`src/rtl/pipe_stage_elastic.sv`:
```
// Elastic pipeline register: valid/ready on both sides, backed by a main + skid entry.
// in_ready comes from the skid register only, so back-pressure never forms a combinational path.
module pipe_stage_elastic #(
  parameter int DATA_WIDTH = 32,
  parameter int NUM_FIELDS = 3,
  parameter int CNT_WIDTH  = 16
) (
  input  logic                             clk,
  input  logic                             rst_n,
  input  logic                             flush,
  input  logic                             in_valid,
  output logic                             in_ready,
  input  logic [NUM_FIELDS*DATA_WIDTH-1:0] in_data,
  output logic                             out_valid,
  input  logic                             out_ready,
  output logic [NUM_FIELDS*DATA_WIDTH-1:0] out_data,
  output logic [1:0]                       occupancy,
  output logic [CNT_WIDTH-1:0]             stall_cnt
);

  localparam int PW = NUM_FIELDS * DATA_WIDTH;

  typedef enum logic [1:0] {
    EMPTY = 2'd0,
    ONE   = 2'd1,
    FULL  = 2'd2
  } state_t;

  state_t                 state;
  logic                   main_valid;
  logic                   skid_valid;
  logic [PW-1:0]          main_data;
  logic [PW-1:0]          skid_data;
  logic [CNT_WIDTH-1:0]   stall_q;
  logic                   push;
  logic                   pop;

  assign push      = in_valid & in_ready;
  assign pop       = main_valid & out_ready;
  assign in_ready  = !skid_valid;
  assign out_valid = main_valid;
  assign out_data  = main_valid ? main_data : '0;
  assign occupancy = state;
  assign stall_cnt = stall_q;

  // The main entry is always the older one; the skid entry only fills while main is stalled.
  always_ff @(posedge clk or negedge rst_n) begin
    if (!rst_n) begin
      state      <= EMPTY;
      main_valid <= 1'b0;
      skid_valid <= 1'b0;
      main_data  <= '0;
      skid_data  <= '0;
      stall_q    <= '0;
    end else begin
      if (in_valid && !in_ready && (stall_q != '1))
        stall_q <= stall_q + CNT_WIDTH'(1);

      if (flush) begin
        state      <= EMPTY;
        main_valid <= 1'b0;
        skid_valid <= 1'b0;
        main_data  <= '0;
        skid_data  <= '0;
      end else begin
        case (state)
          EMPTY: begin
            if (push) begin
              main_data  <= in_data;
              main_valid <= 1'b1;
              state      <= ONE;
            end
          end
          ONE: begin
            if (push && pop) begin
              main_data <= in_data;
            end else if (push) begin
              skid_data  <= in_data;
              skid_valid <= 1'b1;
              state      <= FULL;
            end else if (pop) begin
              main_valid <= 1'b0;
              state      <= EMPTY;
            end
          end
          FULL: begin
            if (pop) begin
              main_data  <= skid_data;
              skid_valid <= 1'b0;
              skid_data  <= '0;
              state      <= ONE;
            end
          end
          default: begin
            state      <= EMPTY;
            main_valid <= 1'b0;
            skid_valid <= 1'b0;
          end
        endcase
      end
    end
  end

endmodule

```
`config.mk`:
```
export PLATFORM = sky130hd
export DESIGN_NAME = pipe_stage_elastic
export DESIGN_NICKNAME = d
export VERILOG_FILES = /design/src/rtl/pipe_stage_elastic.sv
export SDC_FILE = /design/constraint.sdc
export NUM_CORES = 1
export LEC_CHECK = 0
export CORE_MARGIN = 5
export CORE_UTILIZATION = 35
export CTS_CLUSTER_DIAMETER = 50
export DETAILED_ROUTE_END_ITERATION = 8
export MAX_ROUTING_LAYER = met4
export PLACE_DENSITY = 0.58
export SYNTH_ARGS = -nofsm -noshare
export SYNTH_HDL_FRONTEND = slang
export SYNTH_SLANG_ARGS = --single-unit
```
`constraint.sdc`:
```
create_clock -name clk -period 2.1 [get_ports clk]
set_input_delay 0.525 -clock clk [delete_from_list [all_inputs] [get_ports clk]]
set_output_delay 0.525 -clock clk [all_outputs]
set_load 0.05 [all_outputs]
```
# Yosys cells after proc, flatten, opt, wreduce, memory -nomap -nowiden
# Cells that the tools add are included.
# totals
reg_bits	212
# op_classes
add_sub_neg	1
n_eq_ne	13
muxes	26
bitwise_logic	2
reduce_logical	12
# op_table
op	count
two-way mux 96 bit	8
case mux 96 bit (3 select lines)	1
case mux 96 bit (2 select lines)	1
inequality test 3 bit, second input constant	7
adder 16 x 1 -> 16 bit, second input constant	1
inequality test 16 bit, second input constant	1
AND reduction 4 bit	4
two-way mux 2 bit	6
two-way mux 1 bit	7
case mux 1 bit (3 select lines)	2
case mux 2 bit (3 select lines)	1
AND reduction 5 bit	1
inequality test 2 bit, second input constant	2
inequality test 4 bit, second input constant	1
nonzero test 4 bit	1
logical AND 1 bit	3
nonzero test 3 bit	1
AND 1 bit	2
== test 2 x 1 -> 1 bit, second input constant	1
== test 2 bit, second input constant	1
logical NOT 2 bit	1
logical NOT 1 bit	1

# Depth between registers and ports, before layout
# Gate-level depths: netlist (run 1).
# depth
ltp_word	6
mapped_depth	8
depth_no_buf	5

# Least setup slack after synthesis (run 1)
# Ideal clock, no wire load.
# synth_timing
path_type	register to output
startpoint	register main_valid, in the netlist out_valid
endpoint	output port out_data[75]
t_arrival_ns	1.766
t_required_ns	1.575
path_slack_ns	-0.191
stages_incl_launch_ff	5
path_buffers	3
cell_sequence	dfrtp_1 > buf_2 > clkbuf_1 > clkbuf_1 > and2_1
# synth_between
elab_chain_len	1
# synth_rtl
element	line_no	source
start, declared	30	logic main_valid;
start signal, assigned	50	main_valid <= 1'b0;
start signal, assigned	61	main_valid <= 1'b0;
start signal, assigned	70	main_valid <= 1'b1;
two-way mux 96 bit	42	assign out_data = main_valid ? main_data : '0;
end, declared	16	output logic [NUM_FIELDS*DATA_WIDTH-1:0] out_data,
# No other way between the ends.

# Final worst setup path (run 1)
# layout_timing
startpoint	register main_valid, in the netlist out_valid
endpoint	output port out_data[20]
# The elaborated chain is that of the path after synthesis.

==> flow_summary.json, run 1 <==
{
  "fin_ws_ns": -0.0233,
  "synth_edf_count": 0,
  "cp_max_fo": 43,
  "status": "complete, but fails checks",
  "synth.yosys.seq_area_share": 0.541,
  "syn_area_per_cell_um2": 9.30,
  "yosys.area_share.xor_xnor": 0.0134,
  "setup_viol": 22,
  "place_area_um2": 13600,
  "drive_above_1_share": 0.224,
  "worst_path_largest_cell_delay_ns": 0.45,
  "cp.arrival_ns": 1.60,
  "drtPass1Iterations": 5,
  "async_flop_share": 1.00,
  "vdd_drop_max_mv": 0.522,
  "initial_core_util": 0.354,
  "reg2reg_from": "out_valid",
  "numCtsBuffers": 28,
  "fin_area_um2": 14800,
  "wl_per_cell_um": 15.9,
  "rows": 61,
  "cp_top_family": "flip-flops",
  "grt_max_degree": 101,
  "grt_usage": 0.172,
  "finalHoldViolations": 0,
  "cts_tree": "built",
  "path_cells": "buf_12 -> and2_1 -> buf_12",
  "io_buffers": 216,
  "num_io_pins": 217,
  "setup_tns_ns": -0.316,
  "yosysMostFrequentCell": "dfrtp_1",
  "cts_num_sinks": 212,
  "synth_top_area_share": 0.541,
  "h-tree-depth": 1,
  "max-slew-margin-rel": 0.677,
  "via_per_inst": 4.79,
  "synth_ff_type": "dfrtp_1",
  "clock_latency_ns": 0.53,
  "worstSetupPathType": "flip-flop to output port",
  "maxSlewViolCount": 0,
  "grt_pass1_wl_mm": 43.0,
  "area_growth_pct": 50.5,
  "holdCritStartpoint": "main_data[25]",
  "p_leak_nw": 6.39,
  "synthAdderAreaFrac": 0.00128,
  "vias": 7972,
  "synthSimpleGateAreaFrac": 0.178,
  "grt_pass1_vias": 7921,
  "finish.utilization": 0.532,
  "end_kind": "output port",
  "dp_hpwl_mm": 17.9,
  "post-route-period-util": 1.01,
  "drt-initial-drc-count": 455,
  "fmax_mhz": 471,
  "maxCapViolations": 0,
  "cellPowerDensity_nw_per_um2": 907,
  "hp-class": "flip-flop to flip-flop",
  "violations": "setup timing",
  "die_height_um": 177,
  "coreArea_um2": 27700,
  "syn_inst": 1054,
  "clk_pin_slew_ns": 0.06,
  "fin_crit_ns": 2.12,
  "routabilityCongestion": 0.828,
  "synth_compound_area_frac": 0.181,
  "root_buffer": "clkbuf_16",
  "ys_warn_count": 0,
  "grt.overflow.total": 0,
  "synth_top_family_by_area": "compound AO/OA/AOI/OAI gates",
  "setup.worst_path.start": "out_valid",
  "synth_common_cells": "dfrtp_1, o21ai_0, nand2_1",
  "rsz0062_at_grt": "true",
  "crit_top_cell": "buf_12",
  "drt-total-wl_mm": 26.4,
  "slowest_stage": "dfrtp_2",
  "cts_max_path_buffers": 3,
  "skew_ns": 0.0252,
  "cp-start-kind": "flip-flop",
  "path_buf_inv": 2,
  "synth_mux_area_frac": 0.00217,
  "chipWidth_um": 177,
  "final_nets": 1366,
  "antenna_found_initial": 2,
  "synth_nets": 1156,
  "drc": 0,
  "yosys-top-cells-area": "dfrtp_1, a22oi_1, and2_1",
  "yosysTopAreaCell": "dfrtp_1",
  "dieArea_um2": 31400,
  "synth.distinct_cells": 45,
  "ant_nets": 0,
  "synth_seq_cells": 212,
  "required_ns": 1.57,
  "fillers": 2470,
  "syn_area_um2": 9800,
  "worst_pin_slew_ns": 0.487
}
-- layer usage --
layer | vias up | GRT usage | part of all wire
li1 | 4003 | - | -
met1 | 3736 | 0.236 | 0.45
met2 | 195 | 0.266 | 0.48
met3 | 38 | 0.0345 | 0.057
met4 | 0 | 0.0413 | 0.020
met5 | - | - | 0
-- worst reg2reg max path, delay by kind of cell, from the launching register on --
kind                   cells  cell delay, ns
AO/OA/AOI/OAI              2            0.57
buffers and inverters      2            0.37
flip-flops                 1            0.47
AND/OR/NAND/NOR            2            0.39
-- registers in the layout, summed over array words and instances (netlist names) --
| signal | count |
|---|---|
| stall_cnt | 16 |
| main_data | 96 |
| out_valid | 1 |
| occupancy | 2 |
| skid_valid | 1 |
| skid_data | 96 |
-- through the flow --
| stage | hold WS, ns | worst slack (ns) | cells | total power (W) |
|---|---|---|---|---|
| floorplan | 0.229 | 0.0209 | 1054 | 0.00681 |
| global placement | 0.454 | -0.316 | 1610 | 0.00838 |
| detailed placement | 0.463 | -0.308 | 1610 | 0.00844 |
| CTS | 0.476 | -0.0706 | 1661 | 0.0135 |
| global route | 0.498 | -0.133 | 1663 | 0.0141 |
| finish | 0.473 | -0.0233 | 1664 | 0.0134 |
-- kinds of logic after synthesis --
kind of cell | after synthesis
adders and majority gates | 1
buffers and inverters | 186
AOI/OAI and AO/OA | 299
xor gates and xnor gates | 15
and+or+nand+nor | 339
muxes | 2
DFF | 212
-- report_power, final --
group / internal, W / switching [W] / total, W / leakage (nW)
registers: 0.00462 / 0.000331 / 0.00496 / 2.77
clock network: 0.00311 / 0.00182 / 0.00493 / 0.479
logic: 0.00155 / 0.00194 / 0.00349 / 3.14
total: 0.00928 / 0.00409 / 0.0134 / 6.39
-- cells in the final DEF, fill, tap and decap left out, types with 18 or more instances in the layout --
cell             instances
clkbuf_16               29
buf_4                   46
and2_2                  18
nand2_1                107
and2_4                  44
o21ai_0                112
and2_1                  35
a22oi_1                 96
nand3_1                100
clkdlybuf4s50_1         99
o21ai_1                 80
buf_12                 119
inv_1                   97
dfrtp_1                211
-- layout make-up --
| type | count | area, µm² | area share |
|---|---|---|---|
| Sequential cell | 212 | 5310 | 0.360 |
| Multi-Input combinational cell | 656 | 3850 | 0.261 |
| Timing Repair Buffer | 269 | 3780 | 0.256 |
| Clock buffer | 39 | 823 | 0.0558 |
| Tap cell | 378 | 473 | 0.0321 |
| Inverter | 97 | 364 | 0.0247 |
| Clock inverter | 10 | 150 | 0.0102 |
| Antenna cell | 3 | 7.51 | 0.000509 |
-- repair_timing --
item | 4_1_cts | 5_1_grt
pin swaps | 6 | 5
hold buffers | 1 | 0
buffers inserted | 1 | 0
cloned | 0 | 0
resized for setup | 31 | 24
setup endpoints to repair | 98 | 106
hold endpoints to repair | 48 | 0
-- path summary, 6_finish.rpt --
| kind | end | cells after the start | slack (ns) |
|---|---|---|---|
| max in group asynchronous | skid_data[38] | 3 | 0.96 |
| setup reg to reg | skid_data[47] | 6 | 0.17 |
| setup / recovery | out_data[20] | 3 | -0.02 |
| min in group asynchronous | stall_cnt[9] | 2 | 0.53 |
| hold reg to reg | main_data[25] | 2 | 0.47 |
| hold / removal | main_data[25] | 2 | 0.47 |
Note: power is estimated with default switching activity, not from simulation.
==> inputs of run 2 (changes only) <==
--- a/config.mk
+++ b/config.mk
@@ -5,12 +5,14 @@
 export SDC_FILE = /design/constraint.sdc
 export NUM_CORES = 1
 export LEC_CHECK = 0
+export CAP_MARGIN = 30
 export CORE_MARGIN = 5
-export CORE_UTILIZATION = 35
+export CORE_UTILIZATION = 45
 export CTS_CLUSTER_DIAMETER = 50
+export CTS_CLUSTER_SIZE = 16
 export DETAILED_ROUTE_END_ITERATION = 8
 export MAX_ROUTING_LAYER = met4
-export PLACE_DENSITY = 0.58
+export PLACE_DENSITY = 0.71
 export SYNTH_ARGS = -nofsm -noshare
 export SYNTH_HDL_FRONTEND = slang
 export SYNTH_SLANG_ARGS = --single-unit
==> flow_summary.json, run 2 (same netlist as run 1, synthesis figures left out) <==
{
  "worstSetupPathType": "flip-flop to output port",
  "r2r-end": "skid_data[60]",
  "via_per_inst": 5.28,
  "cellPowerDensity_nw_per_um2": 875,
  "grt_max_degree": 61,
  "rows": 54,
  "initial_core_util": 0.453,
  "area_growth_pct": 48.7,
  "chipWidth_um": 158,
  "worst_pin_slew_ns": 0.489,
  "vias": 8241,
  "fillers": 1649,
  "drive_above_1_share": 0.225,
  "drt-total-wl_mm": 26.0,
  "end_kind": "output port",
  "pre_cts_slack_ns": -0.237,
  "p_leak_nw": 6.36,
  "reg2reg_from": "out_valid",
  "clk_pin_slew_ns": 0.06,
  "status": "completed",
  "setup_viol": 0,
  "holdCritStartpoint": "main_data[63]",
  "antenna_found_initial": 0,
  "cp-start-kind": "flip-flop",
  "die_height_um": 158,
  "routabilityCongestion": 0.840,
  "cp_max_fo": 23,
  "vdd_drop_max_mv": 0.729,
  "cp.arrival_ns": 1.57,
  "min_to": "main_data[63]",
  "drt-initial-drc-count": 466,
  "mostFrequentLayoutCell": "dfrtp_1",
  "root_buffer": "clkbuf_16",
  "fin_ws_ns": 0.00612,
  "worst_hold_slack_ns": 0.476,
  "fin_area_um2": 14600,
  "total_power_w": 0.0128,
  "io_buffers": 216,
  "place_area_um2": 13500,
  "coreArea_um2": 21600,
  "maxSlewViolCount": 0,
  "wl_per_cell_um": 16.7,
  "ff2ff_path_depth": 6,
  "max-slew-margin-rel": 0.675,
  "cts_max_path_buffers": 3,
  "dp_hpwl_mm": 17.6,
  "drc": 0,
  "finalHoldViolations": 0,
  "fmax_mhz": 478,
  "ant_nets": 0,
  "skew_ns": 0.0160,
  "grt_usage": 0.213,
  "layout_common_cells": "dfrtp_1, buf_12, o21ai_0",
  "fin_crit_ns": 2.09,
  "diodes": 0,
  "required_ns": 1.57,
  "num_io_pins": 217,
  "hold_path_depth": 2,
  "cts_tree": "built",
  "cts_num_sinks": 212,
  "grt.overflow.total": 0,
  "maxCapViolations": 0,
  "numCtsBuffers": 23,
  "finish.utilization": 0.674,
  "drtPass1Iterations": 5,
  "dieArea_um2": 24800,
  "rrSetupSlack_ns": 0.20,
  "post-route-period-util": 0.997,
  "h-tree-depth": 1,
  "grt_pass1_wl_mm": 42.1,
  "clock_latency_ns": 0.51,
  "hp-class": "flip-flop to flip-flop",
  "final_nets": 1365,
  "rsz0062_at_grt": "true",
  "grt_pass1_vias": 8050
}
-- run 2: final cells by class --
class | instances | area (µm²) | area share
clock buffers | 30 | 652 | 0.0447
well taps | 280 | 350 | 0.0240
clock inverters | 12 | 148 | 0.0101
multi-input cells | 656 | 3860 | 0.265
flip-flops and latches | 212 | 5310 | 0.364
repair buffers | 273 | 3890 | 0.267
inverters | 97 | 364 | 0.0250
-- run 2: worst max-delay path, cell delays in order, from the launching register on --
cell and delay [ns]:
dfrtp_2 0.44, buf_12 0.16, buf_16 0.16, and2_4 0.15
buf_12 0.14
-- run 2: what timing repair did --
action                                  CTS  global route
resized for setup                        58             3
hold buffers                              1             0
buffers inserted                          2             0
cloned                                    1             2
endpoints found under the setup margin   88            93
hold endpoints to repair                 42             0
-- run 2: stage by stage --
stage          instances  TNS, ns
4_1_cts             1558   -0.176
6_report            1560        0
3_3_place_gp        1512   -31.21
2_1_floorplan       1054        0
3_5_place_dp        1512   -35.84
5_1_grt             1560    -1.77
-- run 2: worst max path at each step --
| stage | from | endpoint | cells past startpoint |
|---|---|---|---|
| finish | out_valid | out_data[36] | 4 |
| global route | out_valid | out_data[44] | 4 |
| CTS | out_valid | out_data[90] | 3 |
| detailed placement | in_valid | main_data[94] | 8 |
| global placement | in_valid | main_data[12] | 7 |
| floorplan | stall_cnt[0] | stall_cnt[7] | 6 |
-- run 2: layer usage --
metal / part of all wire / GRT usage / wire length (µm)
met1: 0.42 / 0.288 / 11000
met2: 0.48 / 0.336 / 12500
met3: 0.064 / 0.0347 / 1670
met4: 0.030 / 0.0647 / 787
met5: 0 / - / 0
-- run 2: where the power goes --
part	total, W	switching [W]	leakage (nW)	internal, W
Clock	0.00416	0.00178	0.383	0.00239
Sequential	0.00496	0.000341	2.77	0.00462
Combinational	0.00363	0.00198	3.20	0.00164
Total	0.0128	0.00410	6.36	0.00865
